[config.mk]
export PLATFORM = sky130hd
export DESIGN_NAME = fetch_queue
export DESIGN_NICKNAME = d
export VERILOG_FILES = /design/src/rtl/cpu_pkg.sv /design/src/rtl/fetch_fifo.sv /design/src/rtl/fetch_queue.sv
export SDC_FILE = /design/constraint.sdc
export NUM_CORES = 1
export LEC_CHECK = 0
export CAP_MARGIN = 10
export CORE_ASPECT_RATIO = 1.2
export CORE_MARGIN = 4
export CORE_UTILIZATION = 45
export DETAILED_ROUTE_END_ITERATION = 6
export PLACE_DENSITY_LB_ADDON = 0.08
export SETUP_SLACK_MARGIN = 0.3
export SLEW_MARGIN = 20
export SYNTH_ARGS = -nofsm -noshare
export SYNTH_HDL_FRONTEND = slang
export SYNTH_SLANG_ARGS = --single-unit
[constraint.sdc]
create_clock -name clk -period 5.95 [get_ports clk]
set_input_delay 0.8925 -clock clk [delete_from_list [all_inputs] [get_ports clk]]
set_output_delay 0.8925 -clock clk [all_outputs]
set_load 0.02 [all_outputs]
[src/rtl/cpu_pkg.sv]
// cpu_pkg: shared CPU widths and fetch/decode types
package cpu_pkg;
  localparam int PC_W = 16;
  localparam int INSTR_W = 16;
  localparam logic [PC_W-1:0] DEFAULT_PC_STEP = 16'd4;
  typedef struct packed {
    logic [PC_W-1:0] pc;
    logic [INSTR_W-1:0] instr;
  } fetch_entry_t;
endpackage

[src/rtl/fetch_fifo.sv]
// fetch_fifo: synchronous FIFO of fetch entries with push/pop/clear and occupancy
module fetch_fifo
  import cpu_pkg::*;
#(
  parameter int DEPTH = 4,
  localparam int AW = $clog2(DEPTH),
  localparam int CW = AW + 1
) (
  input  logic         clk,
  input  logic         reset,
  input  logic         clear,
  input  logic         push,
  input  logic         pop,
  input  fetch_entry_t pushData,
  output fetch_entry_t head,
  output logic [CW-1:0] count
);
  fetch_entry_t mem [DEPTH];
  logic [AW-1:0] rdPtr, wrPtr;
  always_ff @(posedge clk)
    if (push && !clear) mem[wrPtr] <= pushData;
  always_ff @(posedge clk or negedge reset)
    if (!reset) begin
      rdPtr <= '0;
      wrPtr <= '0;
      count <= '0;
    end else if (clear) begin
      rdPtr <= '0;
      wrPtr <= '0;
      count <= '0;
    end else begin
      wrPtr <= wrPtr + AW'(push);
      rdPtr <= rdPtr + AW'(pop);
      count <= count + CW'(push) - CW'(pop);
    end
  assign head = count == '0 ? '0 : mem[rdPtr];
endmodule

[src/rtl/fetch_queue.sv]
// fetch_queue: instruction prefetch queue owning the fetch PC and in-flight read
module fetch_queue
  import cpu_pkg::*;
#(
  parameter int DEPTH = 4,
  parameter logic [PC_W-1:0] RESET_PC = 16'h0000,
  parameter logic [PC_W-1:0] PC_STEP = DEFAULT_PC_STEP
) (
  input  logic                     clk,
  input  logic                     reset,
  output logic                     imem_req,
  output logic [PC_W-1:0]          imem_addr,
  input  logic [INSTR_W-1:0]       imem_rdata,
  output logic                     dec_valid,
  output logic [INSTR_W-1:0]       dec_instr,
  output logic [PC_W-1:0]          dec_pc,
  input  logic                     dec_ready,
  input  logic                     redirect,
  input  logic [PC_W-1:0]          redirect_pc,
  output logic [$clog2(DEPTH):0]   count
);
  localparam int CW = $clog2(DEPTH) + 1;
  logic [PC_W-1:0] fetchPc, inflightPc, reqPc;
  logic inflight, issue;
  fetch_entry_t head, pushData;
  assign reqPc = redirect ? redirect_pc : fetchPc;
  // space is reserved for the in-flight read; a same-cycle pop earns no credit
  assign issue = redirect || ({1'b0, count} + (CW+1)'(inflight)) < (CW+1)'(DEPTH);
  assign imem_req = reset && issue;
  assign imem_addr = reset ? reqPc : RESET_PC;
  assign dec_valid = count != '0;
  assign dec_pc = head.pc;
  assign dec_instr = head.instr;
  assign pushData = '{pc: inflightPc, instr: imem_rdata};
  always_ff @(posedge clk or negedge reset)
    if (!reset) begin
      fetchPc <= RESET_PC;
      inflight <= 1'b0;
      inflightPc <= '0;
    end else begin
      inflight <= issue;
      if (issue) begin
        fetchPc <= reqPc + PC_STEP;
        inflightPc <= reqPc;
      end
    end
  fetch_fifo #(.DEPTH(DEPTH)) u_fifo (
    .clk      (clk),
    .reset    (reset),
    .clear    (redirect),
    .push     (inflight && !redirect),
    .pop      (dec_valid && dec_ready && !redirect),
    .pushData (pushData),
    .head     (head),
    .count    (count)
  );
endmodule

# After elaboration in Yosys (flattened, before gate mapping)

Memories as Yosys holds them, arrays and structs flattened.
Index checks and enable logic that the tools add are counted.
Widths: inputs -> output; s select.

Memories kept: 1
Word-level logic and storage cells: 31
Bits in latches: 0
ROM bits: 0
Input bits: 36
RAM bits: 128
Register bits after elaboration: 40
Output and inout port bits: 53

Memory list:

| name       | depth | width | read ports | clocked after Yosys merged registers in | wr ports | line             | source |
|---|---|---|---|---|---|---|---|
| u_fifo.mem | 4     | 32    | 1          | 0                                       | 1        | fetch_fifo.sv:18 | `fetch_entry_t mem [DEPTH];` |

$lt $le $gt $ge: 1
Equal/unequal tests: 0
Multiply operators: 0
Reduce and logical (&&, ||, !) cells: 9
Div/mod/pow operators: 0
Bitwise logic cells: 0
Muxes and demuxes: 8
$add $sub $neg: 6
Shift operators: 0

Operator list:

| kind                  | number |
|---|---|
| $mux 16               | 2 |
| $mux 32               | 1 |
| $add 16x3->16 const B | 1 |
| $logic_and 1x1->1     | 5 |
| $add 2x1->2           | 2 |
| $add 3x1->4           | 1 |
| $lt 4x3->1 const B    | 1 |
| $mux 2                | 2 |
| $add 3x1->3           | 1 |
| $logic_not 3->1       | 1 |
| $mux 3                | 1 |
| $reduce_bool 3->1     | 1 |
| $sub 3x1->3           | 1 |
| $mux 1                | 2 |
| $logic_not 1->1       | 1 |
| $logic_or 1x1->1      | 1 |

# Logic depth before layout (Yosys ltp)

Gate-level depths: netlist of run 1.

Word-level depth: 5
Mapped depth: 12
Depth with buffers taken out: 10

# By module

Synthesis of run 1 repeated with hierarchy kept, for this count alone.

Cells, all modules: 452
Area total of the unflattened synthesis: 7379.6 sq um

By module, submodules not included:

| module      | area an instance (sq um) | times used | cells an instance | sequential area each (sq um) |
|---|---|---|---|---|
| fetch_fifo  | 5247.5                   | 1          | 234               | 4018.9 |
| fetch_queue | 2132.0                   | 1          | 218               | 775.7 |

# Worst setup path before layout of run 1

Ideal clock, no wire load.

Kind: in2reg
From: input port redirect
To: memory u_fifo.mem[1][0] (netlist name) (enable)
Setup time: 0.468 ns
Setup slack: 1.896 ns
Cell stages on the path: 3
Path buffers: 0
Data arrival time: 3.586 ns
Data required time: 5.482 ns
Cells stage by stage: inv_1 > nand2_1 > nor3b_1

Longest elaborated chain between the ends: 5

RTL lines:

| item                             | line                                | source |
|---|---|---|
| from (decl)                      | fetch_queue.sv:18                   | `input logic redirect,` |
| $logic_not 1->1 (*)              | fetch_fifo.sv:21, fetch_queue.sv:51 |  |
| $logic_and 1x1->1                | fetch_queue.sv:51                   | `.push (inflight && !redirect),` |
| $logic_and 1x1->1 (*)            | fetch_fifo.sv:21                    | `if (push && !clear) mem[wrPtr] <= pushData;` |
| $mux 1 (*)                       | fetch_fifo.sv:21                    |  |
| $mux 1 (not written as such) (*) | fetch_fifo.sv:21                    |  |
| to (decl)                        | fetch_fifo.sv:18                    |  |

Mark *: on every way between the ends. The rest lies on a longest branch, timed or not.

# Worst setup path in the final report of run 1

From: input port redirect
To: output port imem_req

Longest elaborated chain between the ends: 2

RTL lines:

| item              | line              | source |
|---|---|---|
| $logic_or 1x1->1  | fetch_queue.sv:28 | `assign issue = redirect \|\| ({1'b0, count} + (CW+1)'(inflight)) < (CW+1)'(DEPTH);` |
| $logic_and 1x1->1 | fetch_queue.sv:29 | `assign imem_req = reset && issue;` |
| to (decl)         | fetch_queue.sv:11 | `output logic imem_req,` |

No other way between the ends.

==> reports/metrics.cfg, run 1 <==
[clock_tree]
cts_tree=done
cts_resized=0
cts_hold_buf=0
clockRootBuffer=clkbuf_16
cts_buffers=17
post_cts_buffers=0
clkLatencyLatePin_ns=0.41
clock-sinks=166
clockBufferDepth=2
clk_pin_slew_ns=0.06
htreeDepth=4

[pwr]
p_leak_nw=3.124
p_int_mw=2.742
sw_frac_of_total_pct=29.14
p_switching_mw=1.128
ir_drop_mv=0.2996
clkPwrFrac_pct=31.5
power_mw=3.870
p_per_area_nw_per_um2=436.1
pwr-share-comb_pct=27.2
p_seq_share_pct=41.3

[finish]
fin_nets=586
stdcell_count=764
drive_gt1_share_pct=15.83
fin_util_pct=56.96
diodes=0
area_growth_pct=24.71
final_common_cell=edfxtp_1
final_cell_mix=edfxtp_1, clkdlybuf4s50_1, nor2b_1

[timing]
fmax_ghz=0.2334
relSlewSlack_pct=26.96
worst_slack_ns=1.666
worst_pin_slew_ns=1.093
fin_crit_sh_pct=72.00
hold_viol=0
fin_crit_ns=4.284
finalSetupTns_ns=0
clock_skew_ns=0.004565
rsz0062_at_grt=no
drv_slew=0
setup_viol=0

[floorplan]
dieArea_um2=17900
die_y_um=145.8
die_x_um=122.8
core.rowCount=50
core_area_um2=15580
start_util_pct=45.68
ioPinCount=89

[synthesis]
avgSynthCellArea_um2=15.71
synth_top_family_by_area=multiplexers
syn-num-nets=496
synth_xor_area_share_pct=1.846
synth_area_um2=7116
ys_seq_area_share_pct=67.38
ys_seq_elements=166
synth.distinct_cells=49
synth_fa_ha_area_share_pct=1.336
synth_compound_gate_area_share_pct=5.117
yosys_warnings=0
synth_mux_area_share_pct=11.89
async_flop_share_pct=22.89
synth_flop_cell=edfxtp_1
synth_edf_count=128
synthSimpleGateAreaFrac_pct=10.43
synthCells=453

[status]
status=completed

[detailed_routing]
wl_um=14080
viasPerCell=5.254
post_drt_wl_per_cell_um=18.42
ant_nets=0
drc=0
routed-via-count=4014
drtPass1Iterations=5
dr.first_iter.drc_count=248

[worst_setup_path]
reg2reg_slack_ns=3.26
path_max_fanout=57
worst_ep_required_time_ns=5.06
worstSetupPathType=in2out
cp.arrival_ns=3.39
worstSetupStartpointType=input port
cp-end-kind=output port

[global_route]
grt_max_degree=58
grt_first_pass_wirelength_um=22820
grt.total_usage_pct=16.70
grt-ovfl-total=0
grt_pass1_vias=4229
grt_antenna_before_repair=0

[placement]
dp_hpwl_um=8871
gp_congestion=0.8213
io_buffer_count=88
pre_cts_ws_ns=1.682
placed_cells=732

[min_path]
hold_class=in2async

[flow_run]
maxCapViolCount=0

## cells by family after synthesis
family	Yosys count
muxes	44
xor gates and xnor gates	15
and+or+nand+nor	131
adders and majority gates	7
DFF	166
buffers and inverters	33
AOI/OAI and AO/OA	57
## per-layer routing
metal  up-vias  global-route usage [%]  wire (µm)
met4         0                   5.994        257
li1       1894                       -          -
met2        96                   26.37       7029
met3        20                   4.199        586
met5         -                       0          0
met1      2004                   22.47       6202
## layout make-up
class	instances	area, µm²
Sequential cell	166	4796
Multi-Input combinational cell	254	2202
Inverter	9	33.78
Clock buffer	17	425.4
Timing Repair Buffer	95	923.4
Clock inverter	15	232.7
Fill cell	1253	6704
Tap cell	208	260.3
## state kept, by name (all words and copies together), names as in the netlist
register / flops
u_fifo.mem: 128
inflightPc: 14
u_fifo.count: 3
u_fifo.wrPtr: 2
fetchPc: 16
u_fifo.rdPtr: 2
inflight: 1
## critical path: stages
cell             delay [ns]
buf_2                  0.41
inv_1                  0.38
nand2_1                0.13
nor2_1                 0.78
inv_2                  0.06
and2_1                 0.19
clkdlybuf4s50_1        0.53
## stage by stage
| stage | hold WS (ns) | cell area (µm²) |
|---|---|---|
| after floorplan | 0.4724 | 7116 |
| after global placement | 0.4912 | 8215 |
| final | 0.4354 | 8874 |
| after CTS | 0.4380 | 8874 |
| after detailed placement | 0.5144 | 8215 |
| after global routing | 0.4603 | 8874 |
## path summary, 6_finish.rpt
check,depth (start not counted),from,endpoint
min,1,reset,inflightPc[11]
min reg2reg,0,fetchPc[0],u_fifo.mem[1][16]
max reg2reg,11,u_fifo.count[1],u_fifo.count[2]
max,7,redirect,imem_req
min in group clk,0,fetchPc[0],u_fifo.mem[1][16]
max in group asynchronous,2,reset,inflightPc[2]
## power groups by stage
stage          combinational (mW)  sequential [mW]  clock [mW]
2_1_floorplan               0.638             1.58           0
3_3_place_gp                 1.06             1.61           0
3_5_place_dp                 1.07             1.62           0
4_1_cts                      1.08             1.60        1.25
5_1_grt                      1.15             1.62        1.30
6_report                     1.05             1.60        1.22
## cell usage after synthesis, drive strengths merged (9+ instances only)
cell / count / share of area (%)
nand2: 18 / 0.95
o21ai: 11 / 0.77
nand3: 9 / 0.63
mux4: 32 / 10
dfrtp: 38 / 13
clkbuf: 13 / 0.69
xnor2: 9 / 1.1
nor2b: 49 / 4.3
inv: 9 / 0.47
a21oi: 21 / 1.5
edfxtp: 128 / 54
buf: 11 / 0.84
nor2: 29 / 1.5
(Power assumes the default switching activity.)
==> run 2: changes to the inputs <==
==> constraint.sdc (replaced) <==
create_clock -name clk -period 3.7 [get_ports clk]
set_input_delay 0.555 -clock clk [delete_from_list [all_inputs] [get_ports clk]]
set_output_delay 0.555 -clock clk [all_outputs]
set_load 0.02 [all_outputs]
==> reports/metrics.cfg, run 2 (synthesis results as in run 1) <==
[pwr]
pwr-share-comb_pct=27.8  ; was 27.2%
p_leak_nw=3.165  ; was 3.124 nW
ir_drop_mv=0.2752  ; was 0.2996 mV
p_int_mw=4.410  ; was 2.742 mW
p_per_area_nw_per_um2=690.4  ; was 436.1 nW/µm²
sw_frac_of_total_pct=28.75  ; was 29.14%
p_switching_mw=1.780  ; was 1.128 mW
clkPwrFrac_pct=30.7  ; was 31.5%
p_seq_share_pct=41.5  ; was 41.3%

[worst_setup_path]
path_max_fanout=13  ; was 57
worst_ep_required_time_ns=3.14  ; was 5.06 ns
r2r_cells=10  ; was 11
reg2reg_slack_ns=1.38  ; was 3.26 ns
worstSetupStartpointType=register  ; was input port
cp.arrival_ns=2.62  ; was 3.39 ns
rr_endpoint=u_fifo.count[2]  ; unchanged
worstSetupPathType=reg2out  ; was in2out
r2r_start=u_fifo.count[1]  ; unchanged
cp-end-kind=output port  ; unchanged

[finish]
top_register=u_fifo.mem  ; unchanged
final_common_cell=edfxtp_1  ; unchanged
diodes=0  ; unchanged
drive_gt1_share_pct=16.81  ; was 15.83%
final_cell_mix=edfxtp_1, clkdlybuf4s50_1, nor2b_1  ; unchanged
largestRegisters=u_fifo.mem: 128 flops, fetchPc: 16 flops, inflightPc: 14 flops  ; unchanged
largest_reg_flops=128  ; unchanged
fin_nets=595  ; was 586
fillCellCount=1249  ; was 1253
area_growth_pct=26.01  ; was 24.71%
fin_util_pct=57.56  ; was 56.96%

[detailed_routing]
drtPass1Iterations=4  ; was 5
ant_nets=0  ; unchanged
post_drt_wl_per_cell_um=18.20  ; was 18.42 µm
dr.first_iter.drc_count=192  ; was 248
drc=0  ; unchanged
wl_um=14070  ; was 14080 µm
routed-via-count=4095  ; was 4014
viasPerCell=5.298  ; was 5.254

[timing]
finalSetupTns_ns=0  ; unchanged
fmax_ghz=0.3154
rsz0062_at_grt=no  ; unchanged
drv_slew=0  ; unchanged
hold_viol=0  ; unchanged
fin_crit_sh_pct=85.69
worst_pin_slew_ns=0.4897  ; was 1.093 ns
clock_skew_ns=0.005683  ; was 0.004565 ns
setup_viol=0  ; unchanged
fin_crit_ns=3.170
relSlewSlack_pct=66.42  ; was 26.96%

[clock_tree]
clockRootBuffer=clkbuf_16  ; unchanged
cts_buffers=17  ; unchanged
clk_pin_slew_ns=0.06  ; about the same
post_cts_buffers=0  ; unchanged
cts_hold_buf=0  ; unchanged
clockBufferDepth=2  ; unchanged
clock-sinks=166  ; unchanged
cts_tree=done  ; unchanged
htreeDepth=4  ; unchanged
cts_resized=0  ; unchanged
clkLatencyLatePin_ns=0.41  ; about the same

[global_route]
grt.total_usage_pct=16.72  ; was 16.70%
grt_pass1_vias=4345  ; was 4229
grt-ovfl-total=0  ; unchanged
grt_first_pass_wirelength_um=22900  ; was 22820 µm
grt_max_degree=42  ; was 58
grt_antenna_before_repair=0  ; unchanged

[floorplan]
die_x_um=122.8  ; unchanged
core.rowCount=50  ; unchanged
die_y_um=145.8  ; unchanged
ioPinCount=89  ; unchanged
start_util_pct=45.68  ; unchanged
core_area_um2=15580  ; unchanged
dieArea_um2=17900  ; unchanged

[placement]
io_buffer_count=88  ; unchanged
dp_hpwl_um=9172  ; was 8871 µm
gp_congestion=0.8003  ; was 0.8213

[min_path]
hold_class=in2async  ; unchanged

[status]
status=completed  ; unchanged

[flow_run]
maxCapViolCount=0  ; unchanged

## run 2: cell count changes in the layout (fill, tap and decap cells not counted), sizes merged
cell	before	now
clkinvlp	1	0
clkbuf	17	24
bufinv	6	5
buf	9	18
clkinv	7	2
## run 2: final cells by class
class | instances | area, µm² | area share (%)
inverter | 9 | 33.78 | 0.3768
sequential | 166 | 4797 | 53.50
multi-input combinational | 254 | 2215 | 24.70
clock inverter | 8 | 172.7 | 1.926
tap | 208 | 260.3 | 2.903
clock buffer | 24 | 471.7 | 5.261
timing repair buffer | 104 | 1016 | 11.33
## run 2: stage by stage
step / cells / power [mW] / instance area [µm²] / hold WS, ns / worst slack [ns]
global placement: 741 / 4.328 / 8322 / 0.4924 / 0.8171
CTS: 773 / 6.280 / 8966 / 0.06773 / 0.4490
global route: 773 / 6.508 / 8966 / 0.08805 / 0.3591
finish: 773 / 6.190 / 8966 / 0.07559 / 0.5296
detailed placement: 741 / 4.364 / 8322 / 0.5102 / 0.8118
floorplan: 453 / 3.563 / 7126 / 0.2594 / 0.9254
## run 2: worst max-delay path by stage
stage / start / to / slack [ns]
final: u_fifo.rdPtr[0] / dec_pc[10] / 0.53
after detailed placement: redirect / imem_addr[13] / 0.81
after global placement: redirect / imem_addr[13] / 0.82
after CTS: u_fifo.rdPtr[0] / dec_pc[10] / 0.45
after floorplan: redirect / u_fifo.mem[2][0] / 0.93
after global routing: u_fifo.rdPtr[0] / dec_instr[5] / 0.36
## run 2: power by group through the flow
| stage | clock [mW] | combinational [mW] | sequential, mW |
|---|---|---|---|
| after floorplan | 0 | 1.03 | 2.54 |
| after global placement | 0 | 1.74 | 2.59 |
| after detailed placement | 0 | 1.75 | 2.61 |
| after CTS | 1.95 | 1.76 | 2.57 |
| after global routing | 2.03 | 1.87 | 2.61 |
| final | 1.90 | 1.72 | 2.57 |
## run 2: worst max-delay path, stage by stage, from the launching register on
cell	delay (ns)
dfrtp_2	0.66
buf_4	0.31
mux4_2	0.52
nor2b_1	0.16
clkdlybuf4s50_1	0.55
## run 2: routing by layer
| layer | vias up | track usage [%] | share of wire (%) |
|---|---|---|---|
| met1 | 2048 | 21.51 | 43 |
| met3 | 26 | 3.927 | 4.3 |
| met5 | - | 0 | 0 |
| met2 | 109 | 27.39 | 51 |
| li1 | 1912 | - | - |
| met4 | 0 | 6.499 | 2.1 |
==> run 3: changes to the inputs <==
==> constraint.sdc (replaced) <==
create_clock -name clk -period 2.79 [get_ports clk]
set_input_delay 0.4185 -clock clk [delete_from_list [all_inputs] [get_ports clk]]
set_output_delay 0.4185 -clock clk [all_outputs]
set_load 0.02 [all_outputs]
==> reports/metrics.cfg, run 3 (synthesis results as in run 1) <==
[flow_run]
maxCapViolCount=0  ; unchanged

[clock_tree]
clock-sinks=166  ; unchanged
clk_pin_slew_ns=0.06  ; about the same
cts_buffers=17  ; unchanged
clockBufferDepth=2  ; unchanged
htreeDepth=4  ; unchanged
clkLatencyLatePin_ns=0.42  ; was 0.41 ns
cts_tree=done  ; unchanged
clockRootBuffer=clkbuf_16  ; unchanged

[detailed_routing]
dr.first_iter.drc_count=299  ; was 192
wl_um=15130  ; was 14070 µm
post_drt_wl_per_cell_um=19.04  ; was 18.20 µm
viasPerCell=5.351  ; was 5.298
drc=0  ; unchanged
ant_nets=0  ; unchanged
drtPass1Iterations=5  ; was 4
routed-via-count=4254  ; was 4095

[status]
status=completed  ; unchanged

[timing]
drv_slew=0  ; unchanged
fmax_ghz=0.4055
setup_viol=0  ; unchanged
finalSetupTns_ns=0  ; unchanged
hold_viol=0  ; unchanged
relSlewSlack_pct=64.54  ; was 66.42%
worst_pin_slew_ns=0.5319  ; was 0.4897 ns
fin_crit_ns=2.466
clock_skew_ns=0.006307  ; was 0.005683 ns
holdWs_ns=0.05137  ; was 0.07559 ns
worst_slack_ns=0.3237  ; was 0.5296 ns
rsz0062_at_grt=yes  ; was no
fin_crit_sh_pct=88.40

[worst_setup_path]
worstSetupPathType=reg2out  ; unchanged
worst_ep_required_time_ns=2.37  ; was 3.14 ns
rr_endpoint=u_fifo.count[2]  ; unchanged
r2r_start=u_fifo.count[1]  ; unchanged
worstSetupStartpointType=register  ; unchanged
r2r_cells=10  ; unchanged
crit_chain=buf_4 -> buf_12 -> mux4_2 -> nor2b_1 -> dlygate4sd2_1  ; was buf_4 -> mux4_2 -> nor2b_1 -> clkdlybuf4s50_1
cp.arrival_ns=2.05  ; was 2.62 ns
reg2reg_slack_ns=0.55  ; was 1.38 ns
slowest_delay_ns=0.51  ; was 0.66 ns
cp_slowest_cell=mux4_2  ; was dfrtp_2
path_max_fanout=8  ; was 13
cp-end-kind=output port  ; unchanged

[pwr]
p_leak_nw=3.378  ; was 3.165 nW
power_mw=8.150  ; was 6.190 mW
ir_drop_mv=0.3863  ; was 0.2752 mV
p_per_area_nw_per_um2=894.3  ; was 690.4 nW/µm²

[global_route]
grt_antenna_before_repair=0  ; unchanged
grt-ovfl-total=0  ; unchanged
grt_max_degree=42  ; unchanged
grt_first_pass_wirelength_um=24020  ; was 22900 µm
grt_pass1_vias=4397  ; was 4345
grt.total_usage_pct=17.79  ; was 16.72%

[finish]
multi_input_area_um2=2223  ; was 2215 µm²
drive_gt1_share_pct=24.53  ; was 16.81%
fillCellCount=1241  ; was 1249
final_cell_mix=edfxtp_1, clkdlybuf4s50_1, nor2b_1  ; unchanged
diodes=0  ; unchanged
final_common_cell=edfxtp_1  ; unchanged
fin_nets=617  ; was 595
largestRegisters=u_fifo.mem: 128 flops, fetchPc: 16 flops, inflightPc: 14 flops  ; unchanged
fin_area_um2=9114  ; was 8966 µm²
register_area_um2=4801  ; was 4797 µm²
top_register=u_fifo.mem  ; unchanged
area_growth_pct=28.08  ; was 26.01%
largest_reg_flops=128  ; unchanged

[floorplan]
core.rowCount=50  ; unchanged
ioPinCount=89  ; unchanged
die_y_um=145.8  ; unchanged
dieArea_um2=17900  ; unchanged
die_x_um=122.8  ; unchanged
core_area_um2=15580  ; unchanged
start_util_pct=45.68  ; unchanged

[placement]
pre_cts_ws_ns=0.3601  ; was 0.8118 ns
gp_congestion=0.7877  ; was 0.8003
io_buffer_count=88  ; unchanged
post_dp_cell_area_um2=8448  ; was 8322 µm²
dp_hpwl_um=9660  ; was 9172 µm

[min_path]
hold_class=in2async  ; unchanged

==> run 3: critical path: cells and delay by family (launching register included) <==
family	cells	cell delay, ns
flip-flops	1	0.38
multiplexers	1	0.51
AND/OR/NAND/NOR	1	0.14
buffers and inverters	3	0.60
==> run 3: through the flow <==
step / utilization (%) / std cells
after detailed placement: 54.23 / 752
after floorplan: - / 453
final: 58.51 / 795
after CTS: 58.87 / 793
after global placement: 54.23 / 752
after global routing: 58.51 / 795
==> run 3: how the worst max path moves through the flow <==
stage | start | endpoint | slack (ns) | cells past startpoint
6_report | u_fifo.rdPtr[0] | dec_instr[7] | 0.32 | 5
5_1_grt | u_fifo.rdPtr[0] | dec_instr[7] | 0.24 | 5
4_1_cts | u_fifo.rdPtr[0] | dec_pc[4] | 0.11 | 4
3_5_place_dp | redirect_pc[4] | fetchPc[11] | 0.36 | 6
3_3_place_gp | redirect | imem_addr[12] | 0.39 | 7
2_1_floorplan | redirect | u_fifo.mem[1][0] | 0.32 | 3
==> run 3: timing repair <==
action	CTS	global route
hold endpoints to repair	2	0
setup endpoints to repair	33	28
hold buffers	1	0
setup buffers	6	1
resized for setup	44	49
cloned	2	1
pin swaps	0	0
==> run 3: area by class of cell <==
type,instances,share of cell area [%]
inverter,9,0.3707
sequential,166,52.68
clock buffer,19,4.750
multi-input combinational,254,24.40
tap,208,2.856
clock inverter,13,2.238
timing repair buffer,126,12.71
==> run 3: layer usage <==
metal | part of all wire, % | GRT usage (%) | up-vias | wire length (µm)
li1 | - | - | 1964 | -
met1 | 43 | 22.95 | 2156 | 6476
met2 | 51 | 29.27 | 113 | 7734
met3 | 4.3 | 4.355 | 21 | 654
met4 | 1.8 | 6.218 | 0 | 268
met5 | 0 | 0 | - | 0
==> run 3: power breakdown <==
| group | internal [mW] | total [mW] | switching, mW | leakage, nW |
|---|---|---|---|---|
| combinational | 0.999 | 2.26 | 1.26 | 1.45 |
| clock | 1.59 | 2.51 | 0.921 | 0.303 |
| sequential | 3.12 | 3.39 | 0.266 | 1.63 |
